===== config.mk =====
export PLATFORM = sky130hd
export DESIGN_NAME = ahb_arbiter
export DESIGN_NICKNAME = d
export VERILOG_FILES = /design/src/rtl/ahb_arbiter.sv
export SDC_FILE = /design/constraint.sdc
export NUM_CORES = 1
export LEC_CHECK = 0
export BUFFER_PORTS_ARGS = -buffer_cell sky130_fd_sc_hd__clkbuf_2
export CAP_MARGIN = 30
export CORE_AREA = 2 2 90 92
export CTS_CLUSTER_SIZE = 24
export DETAILED_ROUTE_END_ITERATION = 8
export DIE_AREA = 0 0 92 94
export GPL_ROUTABILITY_DRIVEN = 1
export PLACE_DENSITY = 0.61
export SETUP_SLACK_MARGIN = 0.2
export SYNTH_ARGS = -nofsm -noshare
export SYNTH_HDL_FRONTEND = slang
export SYNTH_SLANG_ARGS = --single-unit
export TNS_END_PERCENT = 30

===== constraint.sdc =====
create_clock -name HCLK -period 1.3 [get_ports HCLK]
set_input_delay 0.13 -clock HCLK [delete_from_list [all_inputs] [get_ports HCLK]]
set_output_delay 0.13 -clock HCLK [all_outputs]
set_load 0.01 [all_outputs]

===== src/rtl/ahb_arbiter.sv =====
// Two-manager AHB bus arbiter with registered grant, address/data-phase muxing and burst hold.
// Define AHB_ARB_ROUND_ROBIN_EN for round-robin arbitration; the default build uses fixed priority (M0 first).
module ahb_arbiter #(
  parameter int ADDR_WIDTH = 32,
  parameter int DATA_WIDTH = 32
) (
  input  logic                  HCLK,
  input  logic                  HRESETn,
  input  logic [1:0]            HBUSREQ,
  input  logic [1:0]            HLOCK,
  input  logic [ADDR_WIDTH-1:0] HADDR_M0,
  input  logic [ADDR_WIDTH-1:0] HADDR_M1,
  input  logic [1:0]            HTRANS_M0,
  input  logic [1:0]            HTRANS_M1,
  input  logic                  HWRITE_M0,
  input  logic                  HWRITE_M1,
  input  logic [2:0]            HSIZE_M0,
  input  logic [2:0]            HSIZE_M1,
  input  logic [2:0]            HBURST_M0,
  input  logic [2:0]            HBURST_M1,
  input  logic [DATA_WIDTH-1:0] HWDATA_M0,
  input  logic [DATA_WIDTH-1:0] HWDATA_M1,
  input  logic                  HREADY,
  input  logic [1:0]            HRESP,
  output logic [1:0]            HGRANT,
  output logic                  HMASTER,
  output logic                  HMASTLOCK,
  output logic [ADDR_WIDTH-1:0] HADDR,
  output logic [1:0]            HTRANS,
  output logic                  HWRITE,
  output logic [2:0]            HSIZE,
  output logic [2:0]            HBURST,
  output logic [DATA_WIDTH-1:0] HWDATA
);

  localparam logic [1:0] TRANS_NONSEQ = 2'b10;
  localparam logic [1:0] TRANS_SEQ    = 2'b11;
  localparam logic [1:0] RESP_ERROR   = 2'b01;

  logic [1:0] grant_q, grant_d;
  logic       master_q, master_d;
  logic       owner_q, owner_d;
  logic       mastlock_q, mastlock_d;
  logic [3:0] cnt_q, cnt_d;
  logic       last_q, last_d;
  logic       gidx_s;
  logic       hold_s;
  logic       win_s;

  assign gidx_s = grant_q[1];

  // Arbitration: pick a winner, hold it for locks and unfinished fixed-length bursts.
  always_comb begin
    grant_d = grant_q;
    last_d  = last_q;
    win_s   = 1'b0;
    hold_s  = HLOCK[gidx_s] | ((cnt_q > 4'd1) & (HRESP != RESP_ERROR));
    case (HBUSREQ)
      2'b00:   win_s = 1'b0;
      2'b01:   win_s = 1'b0;
      2'b10:   win_s = 1'b1;
`ifdef AHB_ARB_ROUND_ROBIN_EN
      2'b11:   win_s = ~last_q;
`else
      2'b11:   win_s = 1'b0;
`endif
      default: win_s = 1'b0;
    endcase
    if (HREADY && !hold_s) begin
      grant_d = win_s ? 2'b10 : 2'b01;
      if (grant_d != grant_q) begin
        last_d = win_s;
      end else begin
        last_d = last_q;
      end
    end else begin
      grant_d = grant_q;
    end
  end

  // Beat counter tracks remaining beats of the accepted fixed-length burst; ERROR aborts it.
  always_comb begin
    cnt_d = cnt_q;
    if (HRESP == RESP_ERROR) begin
      cnt_d = 4'd0;
    end else if (HREADY) begin
      case (HTRANS)
        TRANS_NONSEQ: begin
          case (HBURST)
            3'b010, 3'b011: cnt_d = 4'd3;
            3'b100, 3'b101: cnt_d = 4'd7;
            3'b110, 3'b111: cnt_d = 4'd15;
            default:        cnt_d = 4'd0;
          endcase
        end
        TRANS_SEQ: begin
          if (cnt_q != 4'd0) begin
            cnt_d = cnt_q - 4'd1;
          end else begin
            cnt_d = 4'd0;
          end
        end
        default: cnt_d = cnt_q;
      endcase
    end else begin
      cnt_d = cnt_q;
    end
  end

  // Address-phase owner, data-phase owner and lock flag advance only when the bus is ready.
  always_comb begin
    master_d   = master_q;
    owner_d    = owner_q;
    mastlock_d = mastlock_q;
    if (HREADY) begin
      master_d   = gidx_s;
      owner_d    = master_q;
      mastlock_d = HLOCK[gidx_s];
    end else begin
      master_d   = master_q;
    end
  end

  // State registers.
  always_ff @(posedge HCLK or negedge HRESETn) begin
    if (!HRESETn) begin
      grant_q    <= 2'b01;
      master_q   <= 1'b0;
      owner_q    <= 1'b0;
      mastlock_q <= 1'b0;
      cnt_q      <= 4'd0;
      last_q     <= 1'b0;
    end else begin
      grant_q    <= grant_d;
      master_q   <= master_d;
      owner_q    <= owner_d;
      mastlock_q <= mastlock_d;
      cnt_q      <= cnt_d;
      last_q     <= last_d;
    end
  end

  assign HGRANT    = grant_q;
  assign HMASTER   = master_q;
  assign HMASTLOCK = mastlock_q;

  // Subordinate-facing muxes: address/control by address owner, write data by data owner.
  always_comb begin
    if (master_q) begin
      HADDR  = HADDR_M1;
      HTRANS = HTRANS_M1;
      HWRITE = HWRITE_M1;
      HSIZE  = HSIZE_M1;
      HBURST = HBURST_M1;
    end else begin
      HADDR  = HADDR_M0;
      HTRANS = HTRANS_M0;
      HWRITE = HWRITE_M0;
      HSIZE  = HSIZE_M0;
      HBURST = HBURST_M0;
    end
    if (owner_q) begin
      HWDATA = HWDATA_M1;
    end else begin
      HWDATA = HWDATA_M0;
    end
  end

endmodule

Yosys cells after proc, flatten, opt, wreduce, memory -nomap -nowiden
Index checks and enable logic that the tools add are counted.
W data, S select, Z words.

operators by class
  add/subtract/negate cells = 1
  order comparisons = 2
  equal/unequal tests = 13
  mux-type cells = 15
  bitwise gates (word level) = 2
  reductions and logical operators = 11

operators with widths
  kind                   number
  $mux W32               2
  $eq A3 B3 Y1 const B   4
  $mux W4                3
  $pmux W4 S3            1
  $eq A2 B2 Y1 const B   4
  $pmux W4 S2            1
  $eq A3 B2 Y1 const B   2
  $mux W3                2
  $reduce_or A2 Y1       3
  $eq A2 B1 Y1 const B   2
  $gt A4 B1 Y1 const B   1
  $mux W2                2
  $reduce_bool A4 Y1     1
  $sub A4 B1 Y4 const B  1
  $mux W1                3
  $reduce_bool A3 Y1     1
  $reduce_or A3 Y1       1
  $logic_not A2 Y1       1
  $lt A1 B2 Y1 const B   1
  $ne A2 B1 Y1 const B   1
  $pmux W1 S2            1
  $reduce_and A2 Y1      1
  $reduce_bool A2 Y1     1
  $and A1 B1 Y1          1
  other kinds (3)        3

word-level totals
  bits in registers = 9
  input port bits = 155
  output and inout port bits = 77
  logic and storage cells = 49

Logic depth before layout (Yosys ltp)
Gate-level depths: netlist of run 1.

  depth after elaboration = 7
  depth in mapped cells = 5
  depth with buffers taken out = 4

Least setup slack after synthesis of run 1
No wires, ideal clock.

  kind = register to register
  start point = register master_q (netlist: HMASTER)
  end point = register cnt_q[2]
  library setup time = 0.074 ns
  arrival = 1.270 ns
  data required time = 1.226 ns
  path slack = -0.044 ns
  stages on the path, launching flop included = 5
  path buffers = 1
  period minus slack after synthesis = 1.344 ns
  path through = dfrtp_1 buf_6 a32o_2 mux2_4 o21ai_2

between the ends
  longest elaborated chain between the ends = 7
  elaborated cells on any way between the ends = 19
  those cells by class = eq/ne (8); mux (6); reduce/logical (5)

ends and longest elaborated chain
  what                                          line  text
  from (decl)                                   41    logic master_q, master_d;
  from (signal assigned)                        135   master_q <= master_d;
  $mux W3                                       149   if (master_q) begin
  $eq A3 B3 Y1 or $eq A3 B2 Y1 (tied branches)  89    case (HBURST)
  $reduce_or A2 Y1                              89
  $pmux W4 S3                                   89
  $pmux W4 S2                                   87    case (HTRANS)
  $mux W4                                       86    end else if (HREADY) begin
  $mux W4                                       84    if (HRESP == RESP_ERROR) begin
  to (signal assigned)                          138   cnt_q <= cnt_d;
  to (decl)                                     44    logic [3:0] cnt_q, cnt_d;

Several ways; a longest one is shown, not always the timed one. The select of a mux whose other input is x is not followed.
A chain may end at the register's enable or synchronous reset.

Worst setup path in the final report of run 1
  start point = register master_q (netlist: HMASTER)
  end point = output port HADDR[20]

between the ends
  longest elaborated chain between the ends = 1

ends and longest elaborated chain
  what       line  text
  $mux W32   149
  to (decl)  28    output logic [ADDR_WIDTH-1:0] HADDR,

No other way between the ends.

==> results of run 1 <==
[path summary, 6_finish.rpt]
| check | startpoint | cells past startpoint | slack (ns) | to |
|---|---|---|---|---|
| worst max-delay path | HMASTER | 4 | -0.25 | HADDR[20] |
| worst min-delay path | HREADY | 2 | 0.20 | HMASTLOCK |
| worst max register to register | HMASTER | 6 | -0.22 | cnt_q[2] |
| worst min register to register | HGRANT[0] | 2 | 0.49 | HGRANT[0] |
| max in group asynchronous | HRESETn | 2 | 0.76 | HGRANT[0] |
| min in group asynchronous | HRESETn | 2 | 0.29 | cnt_q[2] |
[power by group through the flow]
stage | Sequential, W | Clock (W) | Combinational, W
floorplan | 0.000492 | 0 | 0.00198
global route | 0.000521 | 0.000373 | 0.00425
global placement | 0.000506 | 0 | 0.00319
detailed placement | 0.000509 | 0 | 0.00322
finish | 0.000507 | 0.000342 | 0.00399
CTS | 0.000524 | 0.000354 | 0.00359
[flip-flops by register name, summed over array words and instances (netlist names)]
register / flops
HMASTLOCK: 1
cnt_q: 4
owner_q: 1
HMASTER: 1
HGRANT: 2
[layout by cell type, fill, tap and decap left out, types with 2 or more instances in the layout]
| cell | instances |
|---|---|
| a21oi_1 | 4 |
| a21oi_2 | 2 |
| buf_12 | 3 |
| buf_4 | 10 |
| buf_6 | 6 |
| buf_8 | 2 |
| clkbuf_2 | 226 |
| clkbuf_8 | 3 |
| dfrtp_1 | 7 |
| inv_1 | 2 |
| mux2_2 | 44 |
| mux2_4 | 31 |
| mux2i_1 | 3 |
| mux2i_2 | 2 |
| nand2_1 | 3 |
| nor2_1 | 5 |
| nor2b_1 | 2 |
| nor3_2 | 2 |
[cell families after synthesis]
kind of cell | Yosys count | share of synthesized area (%)
AO/OA/AOI/OAI | 13 | 6.67
buffers and inverters | 11 | 4.15
flip-flops | 9 | 16.3
multiplexers | 80 | 65.0
AND/OR/NAND/NOR | 21 | 7.85
[stage by stage]
stage / setup TNS, ns / cells / total power, W / area [sq um]
after floorplan: -0.0510 / 134 / 0.00247 / 1400
after global placement: -0.0344 / 468 / 0.00369 / 2730
after detailed placement: -0.131 / 468 / 0.00373 / 2730
after CTS: -13.85 / 477 / 0.00447 / 2930
after global routing: -16.78 / 482 / 0.00514 / 3090
final: -13.33 / 482 / 0.00484 / 3090
[repair_timing]
action                     CTS  global route
cloned                       1             1
gates resized for setup     27            28
pin swaps                    2             4
setup endpoints to repair   80            82
hold endpoints to repair     9             0
buffers inserted             3             4
hold buffers                 1             0
[layout make-up]
cell class                      count  area, sq um
Sequential cell                     9          228
Timing Repair Buffer              251         1430
Clock buffer                        4         45.0
Tap cell                          102          128
Inverter                            2         7.51
Fill cell                         765         4520
Multi-Input combinational cell    114         1250
[worst register-to-register path, cell delays in order, from the launching register on]
cell and delay, ns:
dfrtp_2 0.43, buf_12 0.15, buf_8 0.12, nor2b_4 0.10, a32o_2 0.22, mux2_4 0.32, o21ai_2 0.10
[metal layers]
metal  track usage (%)  up-vias  wire length, um
li1                  -      996                -
met1              15.6      944             2460
met2              24.4      107             3440
met3              2.33        9              490
met4              3.36        0               83
met5                 0        -                0
==> reports/metrics.yaml, run 1 <==
setup_slack_ns: -0.248
antenna_found_initial: 0
clk_latency_ns: 0.24
worstPathRequired_ns: 1.17
via_per_inst: 4.27
cp.arrival_ns: 1.42
syn_avg_cell_area_sq_um: 10.4
drcViolationCount: 0
num-nets-final: 536
internal-power_w: 0.00294
utilization_pct: 40.6
diodes: 0
sw_frac_of_total_pct: 39.3
grt_usage_pct: 13.2
grt_max_degree: 34
clock.fmax_mhz: 646
grt_pass1_vias: 2012
yosysUniqueCellTypes: 27
io-pin-count: 232
routabilityCongestion: 0.804
leakage_nw: 1.75
worst_setup_path_start_kind: "register"
h-tree-depth: 1
die_x_um: 92
synth_area_sq_um: 1390
layout_min_cycle_time_ns: 1.55
powerDensity_nw_per_um2: 1570
synth_edf_count: 0
initial_core_util_pct: 18.2
synth_top_area_cell: "mux2_2"
wl_um: 6470
cp_max_fo: 8
vias: 2056
path_buf_inv: 3
overflow: 0
rsz0062_at_grt: "yes"
yosys_most_used_dff: "dfrtp_1"
cpPeakStageDelay_ns: 0.43
ys_seq_area_share_pct: 16.3
critPathKind: "register to output port"
yosysMostFrequentCell: "mux2_2"
area_growth_pct: 123
critPathTopFamily: "buffers and inverters"
synthTopCellsByCount: "mux2_2, dfrtp_1, buf_2, a21oi_1"
worst_pin_slew_ns: 0.255
synth_top_area_share_pct: 59.2
cts_made_buffers: 3
critPathCaptureType: "output port"
drive_gt1_share_pct: 90.5
port_buffers: 231
final-hold-violation-count: 0
netlist_instances: 134
synthArstFlopShare_pct: 100
cts_tree: "yes"
dp_hpwl_um: 5240
min_path_type: "primary input to register"
relSlewSlack_pct: 82.7
pre_cts_ws_ns: -0.0678
outcome: "finished, violations left"
clock_tree.root_cell: "clkbuf_8"
core.rowCount: 32
yosys_register_bits: 9
dieHeight_um: 94
power.share.sequential_pct: 10.5
dr.pass1.iters: 4
path_clk_slew_ns: 0.05
drv_cap: 0
p_clk_share_pct: 7.1
critPathSlowestCell: "dfrtp_2"
grt_first_pass_wirelength_um: 9250
setup_violations: 77
path_cells: "buf_12 -> clkbuf_16 -> mux2_4 -> clkbuf_2"
whs_ns: 0.198
finClkSkew_ns: 0.000599
synth_nets: 289
ant_nets: 0
clock-sinks: 9
violations: "negative setup slack"
dieArea_sq_um: 8650
core_area_sq_um: 7610
ir_worst_vdd_mv: 0.559
drt_iter0_markers: 13
ys_warn_count: 0
p_comb_share_pct: 82.5
final-max-slew-violation-count: 0
synth.area.top_cells: "mux2_2, dfrtp_1, mux2i_1"
clockBufferDepth: 2
netSwitchingPower_w: 0.00190
fin_crit_sh_pct: 119
wl_per_cell_um: 13.4
No activity file was read; power rests on OpenSTA's default activity.
==> inputs of run 2 (changes only) <==
--- a/config.mk
+++ b/config.mk
@@ -12,6 +12,7 @@
 export DETAILED_ROUTE_END_ITERATION = 8
 export DIE_AREA = 0 0 92 94
 export GPL_ROUTABILITY_DRIVEN = 1
+export MAX_ROUTING_LAYER = met4
 export PLACE_DENSITY = 0.61
 export SETUP_SLACK_MARGIN = 0.2
 export SYNTH_ARGS = -nofsm -noshare
==> reports/metrics.yaml, run 2 (same netlist as run 1, synthesis figures left out) <==
critPathCaptureType: "output port"
grt_usage_pct: 13.5  # +0.34 points
final-max-slew-violation-count: 0  # unchanged
wl_um: 6480  # +0.14%
critPathSlowestCell: "dfrtp_2"
ir_worst_vdd_mv: 0.559  # about the same
routabilityCongestion: 0.816  # +1.5%
critPathTopFamily: "buffers and inverters"
final-hold-violation-count: 0  # unchanged
layout_min_cycle_time_ns: 1.55  # +0.0000590 ns
cpPeakStageDelay_ns: 0.43  # about the same
diodes: 0  # unchanged
setup_slack_ns: -0.248  # -0.0000590 ns
grt_pass1_vias: 2011  # -0.050%
drcViolationCount: 0  # unchanged
drv_cap: 0  # unchanged
dieArea_sq_um: 8650  # unchanged
placed_cells: 468  # unchanged
final.fill_count: 765  # unchanged
core.rowCount: 32  # unchanged
powerDensity_nw_per_um2: 1570  # about the same
multi_input_area_sq_um: 1250  # unchanged
tns_ns: -13.36  # -0.0292 ns
outcome: "finished, violations left"
relSlewSlack_pct: 82.8  # about the same
critPathKind: "register to output port"
port_buffers: 231  # unchanged
clock-sinks: 9  # unchanged
cp.arrival_ns: 1.42  # about the same
path_clk_slew_ns: 0.05  # about the same
grt_max_degree: 34  # unchanged
worst_pin_slew_ns: 0.255  # -0.000188 ns
final_cell_mix: "clkbuf_2, mux2_2, mux2_4, buf_4, dfrtp_1"
worstPathRequired_ns: 1.17  # about the same
cp_max_fo: 8  # unchanged
holdPathStages: 2  # unchanged
num-nets-final: 536  # unchanged
clock_tree.root_cell: "clkbuf_8"
mostFrequentLayoutCell: "clkbuf_2"
clk_latency_ns: 0.24  # about the same
area_growth_pct: 123  # unchanged
wl_per_cell_um: 13.4  # +0.14%
worst_setup_path_start_kind: "register"
finClkSkew_ns: 0.000946  # +0.000347 ns
antenna_found_initial: 0  # unchanged
drive_gt1_share_pct: 90.5  # unchanged
vias: 2065  # +0.44%
path_buf_inv: 3  # unchanged
fin_cells: 482  # unchanged
clockBufferDepth: 2  # unchanged
core_area_sq_um: 7610  # unchanged
cts_made_buffers: 3  # unchanged
overflow: 0  # unchanged
rsz0062_at_grt: "yes"
io-pin-count: 232  # unchanged
clock.fmax_mhz: 646  # about the same
setup_violations: 77  # unchanged
via_per_inst: 4.28  # +0.44%
dr.pass1.iters: 4  # unchanged
initial_core_util_pct: 18.2  # unchanged
cp.depth: 4  # unchanged
r2r_cells: 6  # unchanged
dieHeight_um: 94  # unchanged
violations: "negative setup slack"
grt_first_pass_wirelength_um: 9240  # -0.14%
seqCellArea_sq_um: 228  # unchanged
min_path_type: "primary input to register"
largest_reg_flops: 4  # unchanged
path_cells: "buf_12 -> clkbuf_16 -> mux2_4 -> clkbuf_2"
cts_tree: "yes"
drt_iter0_markers: 19  # +6
dp_hpwl_um: 5240  # unchanged
h-tree-depth: 1  # unchanged
die_x_um: 92  # unchanged
top_register: "cnt_q"
ant_nets: 0  # unchanged
leakage_nw: 1.75  # unchanged
fin_crit_sh_pct: 119  # about the same
## run 2: cell counts in the layout (fill, tap and decap cells not counted)
No cell type changed its count.
## run 2: cell type report
type                       count  share of cell area (%)
clock buffer                   4                    1.46
inverter                       2                   0.243
multi-input combinational    114                    40.5
sequential                     9                    7.37
tap                          102                    4.13
timing repair buffer         251                    46.3
## run 2: where the power goes
group | switching [W] | internal (W) | leakage (nW)
logic | 0.00167 | 0.00233 | 1.62
clock network | 0.000128 | 0.000215 | 0.0228
registers | 0.000113 | 0.000394 | 0.111
total | 0.00191 | 0.00294 | 1.75
## run 2: stage by stage
stage               setup WS [ns]  instance area (sq um)  util (%)  power [W]  hold slack [ns]
finish                     -0.248                   3090      40.6    0.00484            0.198
global route               -0.276                   3090      40.6    0.00514            0.215
CTS                        -0.239                   2930      38.6    0.00447            0.188
detailed placement        -0.0678                   2730      35.9    0.00373          0.00629
global placement          -0.0178                   2730      35.9    0.00369        0.0000116
floorplan                 -0.0444                   1400         -    0.00247           -0.166
## run 2: final timing paths
path	startpoint	to	slack, ns
worst min-delay path	HREADY	HMASTLOCK	0.20
worst max register to register	HMASTER	cnt_q[2]	-0.22
min in group asynchronous	HRESETn	cnt_q[3]	0.29
worst min register to register	HGRANT[0]	HGRANT[0]	0.49
max in group asynchronous	HRESETn	HGRANT[0]	0.75
worst max-delay path	HMASTER	HADDR[20]	-0.25
## run 2: what timing repair did
item / 4_1_cts / 5_1_grt
endpoints found under the hold margin: 9 / 0
gates cloned: 1 / 1
pin swaps: 2 / 4
hold buffers: 1 / 0
endpoints found under the setup margin: 80 / 82
gates resized for setup: 27 / 28
setup buffers: 3 / 4
## run 2: layer usage
metal | global-route usage (%) | vias to the layer above | share of wire, %
met2 | 24.5 | 107 | 53
met3 | 2.01 | 9 | 7.3
met5 | - | - | 0
met4 | 3.36 | 0 | 1.3
met1 | 15.7 | 952 | 38
li1 | - | 997 | -
